`src/rtl/pcseq_pkg.sv`:
```
// Shared types and constants for the pc_sequencer control FSM.
// Build option: PCSEQ_STEP_EN adds single-step support from HALT.
package pcseq_pkg;

    typedef enum logic [2:0] {
        ST_FETCH  = 3'd0,
        ST_DECODE = 3'd1,
        ST_EXEC   = 3'd2,
        ST_MEM    = 3'd3,
        ST_BRANCH = 3'd4,
        ST_HALT   = 3'd5
    } state_t;

    localparam logic [15:0] HALT_WORD = 16'h0000;
    localparam logic [3:0]  OP_BCOND  = 4'hC;
    localparam logic [3:0]  OP_EXT    = 4'h4;

    localparam logic [3:0] EXT_LOAD  = 4'h0;
    localparam logic [3:0] EXT_STORE = 4'h4;
    localparam logic [3:0] EXT_JCOND = 4'hC;

    localparam logic [3:0] CC_EQ = 4'd0;
    localparam logic [3:0] CC_NE = 4'd1;
    localparam logic [3:0] CC_CS = 4'd2;
    localparam logic [3:0] CC_CC = 4'd3;
    localparam logic [3:0] CC_HI = 4'd4;
    localparam logic [3:0] CC_LS = 4'd5;
    localparam logic [3:0] CC_GT = 4'd6;
    localparam logic [3:0] CC_LE = 4'd7;
    localparam logic [3:0] CC_FS = 4'd8;
    localparam logic [3:0] CC_FC = 4'd9;
    localparam logic [3:0] CC_LO = 4'd10;
    localparam logic [3:0] CC_HS = 4'd11;
    localparam logic [3:0] CC_LT = 4'd12;
    localparam logic [3:0] CC_GE = 4'd13;
    localparam logic [3:0] CC_UC = 4'd14;
    localparam logic [3:0] CC_NV = 4'd15;

    localparam int FLAG_C = 4;
    localparam int FLAG_L = 3;
    localparam int FLAG_F = 2;
    localparam int FLAG_Z = 1;
    localparam int FLAG_N = 0;

endpackage

```
`src/rtl/pcseq_cond.sv`:
```
// Branch condition evaluator: condition code and ALU flags to taken.
// Purely combinational so a pipelined core can reuse it as is.
module pcseq_cond
    import pcseq_pkg::*;
(
    input  logic [3:0] cond,
    input  logic [4:0] flags,
    output logic       taken
);

    logic c, l, f, z, n;

    assign c = flags[FLAG_C];
    assign l = flags[FLAG_L];
    assign f = flags[FLAG_F];
    assign z = flags[FLAG_Z];
    assign n = flags[FLAG_N];

    always_comb begin
        taken = 1'b0;
        unique case (cond)
            CC_EQ: taken = z;
            CC_NE: taken = !z;
            CC_CS: taken = c;
            CC_CC: taken = !c;
            CC_HI: taken = l;
            CC_LS: taken = !l;
            CC_GT: taken = n;
            CC_LE: taken = !n;
            CC_FS: taken = f;
            CC_FC: taken = !f;
            CC_LO: taken = !l && !z;
            CC_HS: taken = l || z;
            CC_LT: taken = !n && !z;
            CC_GE: taken = n || z;
            CC_UC: taken = 1'b1;
            CC_NV: taken = 1'b0;
        endcase
    end

endmodule

```
`src/rtl/pc_sequencer.sv`:
```
// Multi-cycle fetch/decode/execute sequencer driving pc and datapath strobes.
// Build option: PCSEQ_STEP_EN adds the step port and single-step from HALT.
module pc_sequencer
    import pcseq_pkg::*;
(
    input  logic        clk,
    input  logic        reset,
    input  logic        imem_valid,
    input  logic [15:0] imem_data,
    input  logic        dmem_ready,
    input  logic [4:0]  flags,
    input  logic [9:0]  rtarget,
    input  logic        run,
`ifdef PCSEQ_STEP_EN
    input  logic        step,
`endif
    output logic        imem_req,
    output logic [15:0] ir,
    output logic        pc_en,
    output logic        branch_en,
    output logic        jump_en,
    output logic [9:0]  branch_offset,
    output logic [9:0]  jump_addr,
    output logic [3:0]  rtarget_sel,
    output logic        rf_we,
    output logic        flags_we,
    output logic        dmem_req,
    output logic        dmem_we,
    output logic        halted,
    output logic [2:0]  state
);

    state_t      state_q, state_d;
    logic [15:0] ir_q;
    logic        done;
    logic        taken;
    logic        is_bcond, is_ext;
    logic        is_load, is_store, is_jcond;
    logic        leave_halt;

`ifdef PCSEQ_STEP_EN
    logic step_q;
    logic step_go;
    assign step_go = step && !run;
`else
    localparam logic step_q  = 1'b0;
    localparam logic step_go = 1'b0;
`endif

    assign is_bcond = ir_q[15:12] == OP_BCOND;
    assign is_ext   = ir_q[15:12] == OP_EXT;
    assign is_load  = is_ext && ir_q[7:4] == EXT_LOAD;
    assign is_store = is_ext && ir_q[7:4] == EXT_STORE;
    assign is_jcond = is_ext && ir_q[7:4] == EXT_JCOND;

    assign leave_halt = run || step_go;

    pcseq_cond u_cond (
        .cond  (ir_q[11:8]),
        .flags (flags),
        .taken (taken)
    );

    assign ir            = ir_q;
    assign branch_offset = {{2{ir_q[7]}}, ir_q[7:0]};
    assign jump_addr     = rtarget;
    assign rtarget_sel   = ir_q[3:0];
    assign halted        = state_q == ST_HALT;
    assign state         = state_q;

    // Next state; done marks the final cycle of an instruction.
    always_comb begin
        state_d = state_q;
        done    = 1'b0;
        unique case (state_q)
            ST_FETCH:
                if (imem_valid) state_d = ST_DECODE;
            ST_DECODE:
                if (ir_q == HALT_WORD) state_d = ST_HALT;
                else if (is_bcond || is_jcond) state_d = ST_BRANCH;
                else if (is_load || is_store) state_d = ST_MEM;
                else state_d = ST_EXEC;
            ST_EXEC:   done = 1'b1;
            ST_MEM:    done = dmem_ready;
            ST_BRANCH: done = 1'b1;
            ST_HALT:
                if (leave_halt) state_d = ST_FETCH;
            default:   state_d = ST_FETCH;
        endcase
        if (done) state_d = step_q ? ST_HALT : ST_FETCH;
    end

    always_comb begin
        imem_req  = 1'b0;
        pc_en     = 1'b0;
        branch_en = 1'b0;
        jump_en   = 1'b0;
        rf_we     = 1'b0;
        flags_we  = 1'b0;
        dmem_req  = 1'b0;
        dmem_we   = 1'b0;
        if (!reset) begin
            unique case (state_q)
                ST_FETCH:  imem_req = 1'b1;
                ST_DECODE: ;
                ST_EXEC: begin
                    rf_we    = 1'b1;
                    flags_we = 1'b1;
                    pc_en    = 1'b1;
                end
                ST_MEM: begin
                    dmem_req = 1'b1;
                    dmem_we  = is_store;
                    if (dmem_ready) begin
                        pc_en = 1'b1;
                        rf_we = is_load;
                    end
                end
                ST_BRANCH: begin
                    if (!taken) pc_en = 1'b1;
                    else if (is_bcond) branch_en = 1'b1;
                    else jump_en = 1'b1;
                end
                ST_HALT:   pc_en = leave_halt;
                default: ;
            endcase
        end
    end

    always_ff @(posedge clk) begin
        if (reset) begin
            state_q <= ST_FETCH;
            ir_q    <= 16'h0000;
        end else begin
            state_q <= state_d;
            if (state_q == ST_FETCH && imem_valid) ir_q <= imem_data;
        end
    end

`ifdef PCSEQ_STEP_EN
    // A stepped HALT word also counts as the one stepped instruction.
    always_ff @(posedge clk) begin
        if (reset) begin
            step_q <= 1'b0;
        end else if (state_q == ST_HALT && step_go) begin
            step_q <= 1'b1;
        end else if (done) begin
            step_q <= 1'b0;
        end else if (state_q == ST_DECODE && ir_q == HALT_WORD) begin
            step_q <= 1'b0;
        end
    end
`endif

endmodule

```
`config.mk`:
```
export PLATFORM = sky130hd
export DESIGN_NAME = pc_sequencer
export DESIGN_NICKNAME = d
export VERILOG_FILES = /design/src/rtl/pcseq_pkg.sv /design/src/rtl/pcseq_cond.sv /design/src/rtl/pc_sequencer.sv
export SDC_FILE = /design/constraint.sdc
export NUM_CORES = 1
export LEC_CHECK = 0
export CORE_MARGIN = 4
export CORE_UTILIZATION = 29
export CTS_BUF_LIST = sky130_fd_sc_hd__clkbuf_2
export DETAILED_ROUTE_END_ITERATION = 10
export PLACE_DENSITY = 0.67
export RECOVER_POWER = 50
export SYNTH_ARGS = -nofsm -noshare
export SYNTH_HDL_FRONTEND = slang
export SYNTH_SLANG_ARGS = --single-unit
export TNS_END_PERCENT = 1
```
`constraint.sdc`:
```
create_clock -name clk -period 2.01 [get_ports clk]
set_input_delay 0.402 -clock clk [delete_from_list [all_inputs] [get_ports clk]]
set_output_delay 0.402 -clock clk [all_outputs]
set_load 0.01 [all_outputs]
```
==> impl_metrics.ini <==
[logic_synthesis]
synth_ff_type = dfxtp_1
syn-instance-count = 171
ys_seq_area_share_pct = 28.7
avgSynthCellArea_um2 = 7.76
synthesis.area_um2 = 1330
synth_cell_types = 43
synth.area.top_cells = dfxtp_1 (29%), buf_4 (14%), nand2_1 (11%)
yosys_register_bits = 19
async_flop_share_pct = 0
synth_nets = 209
yosysTopAreaCell = dfxtp_1
synth_common_cells = nand2_1 (39), buf_4 (24), a21oi_1 (20)
yosysWarnings = 0
synth_top_area_share_pct = 28.7
synth_edf_count = 0
synth.most_common_cell = nand2_1

[timing]
worstMarginPinSlew_ns = 0.342
setup_violations = 5
slew_viol_final = 0
hold_ws_ns = 0.501
finalClockSkew_ns = 0.0178
fin_crit_ns = 2.34
finalHoldViolCount = 0
clock.fmax_ghz = 0.427
grt_setup_unrepaired = yes
slew_headroom_pct = 77.2
fin_setup_tns_ns = -0.979
fin_crit_sh_pct = 116
setup_ws_ns = -0.330

[finish]
post-route-util_pct = 49.0
design_area_um2 = 2150
diodes = 0
area_growth_pct = 61.7
instances_no_fill = 295
nets = 282
drive_gt1_share_pct = 28.4

[detailed_routing]
top_layer = met4
detail-route-antenna-nets = 0
viasPerCell = 4.67
wl_met3_um = 309
wl_met1_mm = 1.76
drt_wl_total_mm = 4.02
avgRoutedWirePerCell_um = 13.6
wl_met2_mm = 1.92
vias = 1379
drt_first_pass_iters = 4
drc = 0
drt_iter0_markers = 62

[global_route]
grt_first_pass_wirelength_mm = 6.49
overflow = 0
grt_max_degree = 17
antenna_found_initial = 0
grtUsageTotal_pct = 14.6
grt_pass1_vias = 1364

[place]
place_congestion = 0.786
place_area_um2 = 2070
io_buffers = 67
place_ws_ns = -0.948
place_inst = 290
place_hpwl_mm = 3.00

[job]
cap_violations = 0

[critical_path]
cp.required_ns = 1.61
endpoint = pc_en
worstPathArrival_ns = 1.94
start_kind = register
critPathMaxStageDelay_ns = 0.43
cp-startpoint = ir[9]
critPathSlowestCell = dfxtp_4
worst-setup-path-type = register to output port
worst_setup_path_end_kind = output port
critPathMaxFanout = 6
r2r_setup_slack_ns = 0.23
rr_endpoint = ir[8]
reg2regPathDepth = 7
r2r_start = state[0]
path_cells = mux2_4 > a2111oi_4 > a31oi_1 > a2bb2oi_2 > a31o_2 > buf_6

[clock_network]
clockRootBuffer = clkbuf_2
cts_setup_buffers = 0
clkLatencyLatePin_ns = 0.33
cts_tree = yes
cts-htree-levels = 1
path_clk_slew_ns = 0.18
ctsHoldBuffers = 0
cts_buffers = 3
cts_num_sinks = 19
cts_max_path_buffers = 2

[die]
core_area_um2 = 4380
io_pins = 88
initial_core_util_pct = 30.3
rows = 24
die_h_um = 75.7
die_x_um = 75.7
die_area_um2 = 5720

[worst_hold_path]
hold_class = register to register
hold_path_startpoint = ir[12]

[run_status]
violations = setup timing
status = finished with violations

[power_and_ir_drop]
ir_drop_v = 0.000364
power_mw = 1.57
power_leakage_nw = 0.878
power_density_nw_per_um2 = 731
==> cell type report <==
cell class / count / area [µm²]
fill: 455 / 2240
timing repair buffer: 101 / 930
clock buffer: 3 / 15.0
multi-input combinational: 115 / 731
inverter: 4 / 15.0
tap: 52 / 65.1
sequential: 19 / 387
clock inverter: 1 / 5.00
==> power breakdown <==
group | internal [mW] | leakage (nW) | switching [mW]
Sequential | 0.435 | 0.158 | 0.0514
Clock | 0.0451 | 0.0164 | 0.128
Combinational | 0.497 | 0.704 | 0.413
==> layer usage <==
metal / GRT usage (%) / vias up
li1: - / 705
met1: 19.4 / 618
met2: 23.8 / 50
met3: 4.09 / 6
met4: 2.52 / 0
met5: 0 / -
==> placed cells by master, fill, tap and decap left out, types with 3 or more instances in the layout <==
cell and count:
a31oi_1 3, inv_1 3, nand2_1 39, nor2_1 7, buf_4 30, dlygate4sd2_1 5
nor3_2 3, clkdlybuf4s50_1 53, a21oi_1 20, nor3_1 3, dfxtp_1 16, clkbuf_2 6
==> flip-flops by register name, indices dropped and copies added (netlist names) <==
register,cells
ir,16
state,3
==> worst min path at each step <==
| stage | endpoint | slack [ns] | cells after the start |
|---|---|---|---|
| 2_1_floorplan | ir[13] | 0.49 | 2 |
| 3_5_place_dp | ir[12] | 0.47 | 2 |
| 5_1_grt | ir[4] | 0.53 | 2 |
| 4_1_cts | ir[4] | 0.50 | 2 |
| 3_3_place_gp | ir[13] | 0.46 | 2 |
| 6_report | ir[12] | 0.50 | 2 |
==> cells by family after synthesis <==
| kind of cell | synth area share (%) |
|---|---|
| AOI/OAI and AO/OA | 16.1 |
| and+or+nand+nor | 29.4 |
| buffers and inverters | 20.7 |
| adders and majority gates | 1.88 |
| muxes | 1.88 |
| DFF | 28.7 |
| xor gates and xnor gates | 1.32 |
==> critical path: cells and delay by family (launching register included) <==
| family | cells | cell delay (ns) |
|---|---|---|
| AO/OA/AOI/OAI | 4 | 0.76 |
| buffers and inverters | 1 | 0.12 |
| multiplexers | 1 | 0.32 |
| flip-flops | 1 | 0.43 |
==> timing repair <==
| item | in CTS | in global routing |
|---|---|---|
| resized for setup | 37 | 5 |
| hold endpoints to repair | 0 | 0 |
| setup endpoints to repair | 9 | 6 |
| pin swaps | 4 | 0 |
| cloned | 1 | 0 |
No activity file was read; power rests on OpenSTA's default activity.
==> RTL edit 1: new RTL, same flow settings <==
Add a define of `PCSEQ_STEP_EN`.
--- a/src/rtl/pc_sequencer.sv
+++ b/src/rtl/pc_sequencer.sv
@@ -1,4 +1,6 @@
 // Multi-cycle fetch/decode/execute sequencer driving pc and datapath strobes.
 // Build option: PCSEQ_STEP_EN adds the step port and single-step from HALT.
+`define PCSEQ_STEP_EN
+
 module pc_sequencer
     import pcseq_pkg::*;
Interface: changed (added step); port bits go from 88 to 89. The function was not compared with the original's and may differ.
==> RTL edit 1 against the unedited design <==
  * The run still ends with setup timing left
  * Non-clock buffer count fell by 5
  * Final area fell by 6.9%
  * Synthesized area fell by 7.0%
  * Setup slack improved by 17 ps
  * Total power rose by 13%
  * Sequential cell count rose by 1
  * Largest power group unchanged
  * Combinational power rose by 16%
  * Routed wire length fell by 8.7%
==> RTL edit 1: results <==
{
  "outcome": "complete, but fails checks",
  "violations": "setup timing",
  "synth_nets": 204,
  "drt_iter0_markers": 85,
  "ys.flop_type": "dfxtp_1",
  "p_leak_nw": 0.8390,
  "ys_seq_area_frac": 0.3242,
  "setup-violations-final": 5,
  "wirelength_mm": 3.667,
  "cts_inserted_buffers": 3,
  "synth_commonest_cells": "nand2_1, buf_4, dfxtp_1, a21oi_1, nor2_1",
  "htree_levels": 1,
  "drive_gt1_frac": 0.2373,
  "insertion_delay_ps": 310,
  "fin_nets": 275,
  "fill_cells": 416,
  "yosys_warnings": 0,
  "grt_pass1_wl_mm": 6.037,
  "synth_top_cells_by_area": "dfxtp_1, buf_4, nand2_1",
  "preCtsSetupSlack_ps": -777.9,
  "clk_transition_reported_paths_ps": 190,
  "antenna_found_initial": 0,
  "startpoint": "ir[4]",
  "hp-start": "ir[1]",
  "intPower_mw": 1.096,
  "num_vias": 1303,
  "largest_register_ffs": 16,
  "cp_max_fo": 2,
  "hold_viol_final": 0,
  "peakVddDrop_mv": 0.5518,
  "setup_tns_ps": -1098,
  "hpwl_mm": 2.883,
  "port_buffers": 68,
  "firstDrtPassIters": 3,
  "yosysUniqueCellTypes": 35,
  "worst_slack_ps": -313.6,
  "cts_buffer_depth": 2,
  "slowest_stage": "or4_4",
  "grt_util_all_layers": 0.1406,
  "slowest_delay_ps": 530,
  "root_buffer": "clkbuf_2",
  "worst_pin_slew_ps": 542.8,
  "clock_skew_ps": 11.44,
  "place.gp.congestion": 0.8292,
  "async_reset_ff_frac": 0,
  "arrival_ps": 1920,
  "diodes": 0
}
-- RTL edit 1: cell count changes after synthesis, moves of 3 or more --
cell,delta
nor2_1,+7
and3_1,+3
mux2_2,+3
nor3_1,-5
clkbuf_8,-3
-- RTL edit 1: kinds of logic (layout without fill, tap and decap cells) --
group / count (synthesis) / count (layout) / share of synthesized area
AND/OR/NAND/NOR: 80 / 80 / 0.3161
multiplexers: 3 / 3 / 0.02735
flip-flops: 20 / 20 / 0.3242
buffers and inverters: 33 / 102 / 0.1834
XOR/XNOR: 1 / 1 / 0.007093
AO/OA/AOI/OAI: 30 / 30 / 0.1418
-- RTL edit 1: metrics by stage --
stage,cells,area (um^2)
finish,286,1998
global route,286,1998
CTS,286,2001
detailed placement,283,1994
global placement,283,1994
floorplan,167,1244
-- RTL edit 1: cell type report --
type / count / area [um^2] / share of cell area
well taps: 50 / 62.56 / 0.03131
clock buffers: 3 / 15.01 / 0.007514
repair buffers: 96 / 858.3 / 0.4296
inverters: 3 / 11.26 / 0.005636
flip-flops and latches: 20 / 411.6 / 0.2060
multi-input cells: 114 / 639.4 / 0.3200
-- RTL edit 1: layer usage --
layer | global-route usage | vias up | part of all wire
met5 | 0 | - | 0
met4 | 0.02254 | 0 | 0.0049
met3 | 0.03694 | 2 | 0.074
met2 | 0.2304 | 42 | 0.47
met1 | 0.1880 | 574 | 0.45
li1 | - | 685 | -
-- RTL edit 1: timing repair --
item,4_1_cts,5_1_grt
pin swaps,5,4
setup endpoints to repair,9,7
resized for setup,35,8
-- RTL edit 1: worst paths after layout --
kind	end	slack, ps	cells after the start
worst max-delay path	rf_we	-310	4
worst min-delay path	ir[1]	520	2
worst max register to register	step_q	130	6
worst min register to register	ir[1]	520	2
-- RTL edit 1: worst max-delay path: cells and delay by family, from the launching register on --
| family | cells | cell delay, ps |
|---|---|---|
| AOI/OAI and AO/OA | 1 | 140 |
| buffers and inverters | 1 | 140 |
| DFF | 1 | 360 |
| and+or+nand+nor | 2 | 970 |
-- RTL edit 1: power groups by stage --
stage                     logic, mW  registers, mW  clock network [mW]
after global placement         1.07          0.559                   0
after floorplan               0.523          0.604                   0
after global routing           1.15          0.581               0.181
after CTS                      1.07          0.562               0.171
final                          1.05          0.564               0.162
after detailed placement       1.07          0.562                   0
==> RTL edit 2: new RTL, config.mk and constraints unchanged <==
Without the edit above. Put a register stage on the output `flags_we`. The value now appears one clock later. The other outputs are not delayed to match.
--- a/src/rtl/pc_sequencer.sv
+++ b/src/rtl/pc_sequencer.sv
@@ -30,4 +30,6 @@
     output logic [2:0]  state
 );
+
+    logic flags_we_d;
 
     state_t      state_q, state_d;
@@ -97,5 +99,5 @@
         jump_en   = 1'b0;
         rf_we     = 1'b0;
-        flags_we  = 1'b0;
+        flags_we_d = 1'b0;
         dmem_req  = 1'b0;
         dmem_we   = 1'b0;
@@ -106,5 +108,5 @@
                 ST_EXEC: begin
                     rf_we    = 1'b1;
-                    flags_we = 1'b1;
+                    flags_we_d = 1'b1;
                     pc_en    = 1'b1;
                 end
@@ -153,4 +155,8 @@
 `endif
 
+    always_ff @(posedge clk) begin
+        flags_we <= flags_we_d;
+    end
+
 endmodule
 
Function: changed (Yosys sat finds a counterexample within 4 cycles, from zero or initial values and one cycle with reset high).
==> RTL edit 2 against the unedited design <==
  * The flow still finishes with violations (setup timing)
  * Synthesized cell count is 2.9% lower
  * Total power rose by 44%
  * Clock skew fell by 5.5 ps
  * Cell count decreased by 2.0%
  * Combinational power up 52%
  * Routed wire length grew 1.2%
  * Register-to-register slack got worse by 200 ps
  * First-iteration DRC count grew 24%
  * Global-route usage is 0.085 points lower
  * Synthesized area shrank 4.1%
  * Sequential cell count rose by 1
  * Sequential share of layout area is 1.1 points higher
  * Setup slack worse by 160 ps
  * Final area rose by 1.2%
  * Largest cell class unchanged
  * Largest power group unchanged
  * Highest routed layer unchanged
==> RTL edit 2: results <==
{
  "outcome": "complete, but fails checks",
  "violations": "setup timing",
  "synth_fa_ha_area_frac": 0.01967,
  "pwr-share-seq": 0.257,
  "num_vias": 1394,
  "placed_area_um2": 2048,
  "peakVddDrop_mv": 0.5886,
  "grt_util_all_layers": 0.1448,
  "holdPathEnd": "flags_we",
  "grt_pass1_wl_mm": 6.251,
  "routedWlPerCell_um": 14.06,
  "holdWs_ps": 472.5,
  "min_path_cells": 3,
  "p_leak_nw": 0.8714,
  "synth_xor_area_frac": 0.01377,
  "drt_iter0_markers": 77,
  "place.gp.congestion": 0.7704,
  "regToRegStartpoint": "ir[9]",
  "setup_tns_ps": -2190,
  "synth_commonest_cells": "nand2_1, buf_4, a21oi_1, dfxtp_1, nor2_1",
  "ys_seq_area_frac": 0.3147,
  "worst_pin_slew_ps": 552.0,
  "syn_avg_cell_area_um2": 7.665,
  "dp.cells": 280,
  "setup-violations-final": 6,
  "pwr-share-clk": 0.133,
  "worst_slack_ps": -491.1,
  "cp_max_fo": 4
}
[RTL edit 2: changes by cell type after synthesis, moves of 2 or more]
cell and change:
a21oi_1 +2, a31oi_1 -2, clkbuf_1 +2, clkbuf_8 -3
nand2_1 -2, nor3b_1 -2, nor4_1 +2, nor4b_1 -2
[RTL edit 2: area by class of cell]
| cell class | instances | area, um^2 |
|---|---|---|
| Inverter | 4 | 15.01 |
| Timing Repair Buffer | 101 | 900.9 |
| Fill cell | 422 | 1943 |
| Tap cell | 50 | 62.56 |
| Sequential cell | 20 | 414.1 |
| Multi-Input combinational cell | 110 | 734.5 |
| Clock buffer | 3 | 15.01 |
| Clock inverter | 1 | 30.03 |
[RTL edit 2: layer usage]
metal	vias up	GRT usage	routed length [um]
li1	696	-	-
met1	641	0.1806	1734
met2	55	0.2510	1980
met3	2	0.04459	334
met4	0	0.02174	13
met5	-	0	0
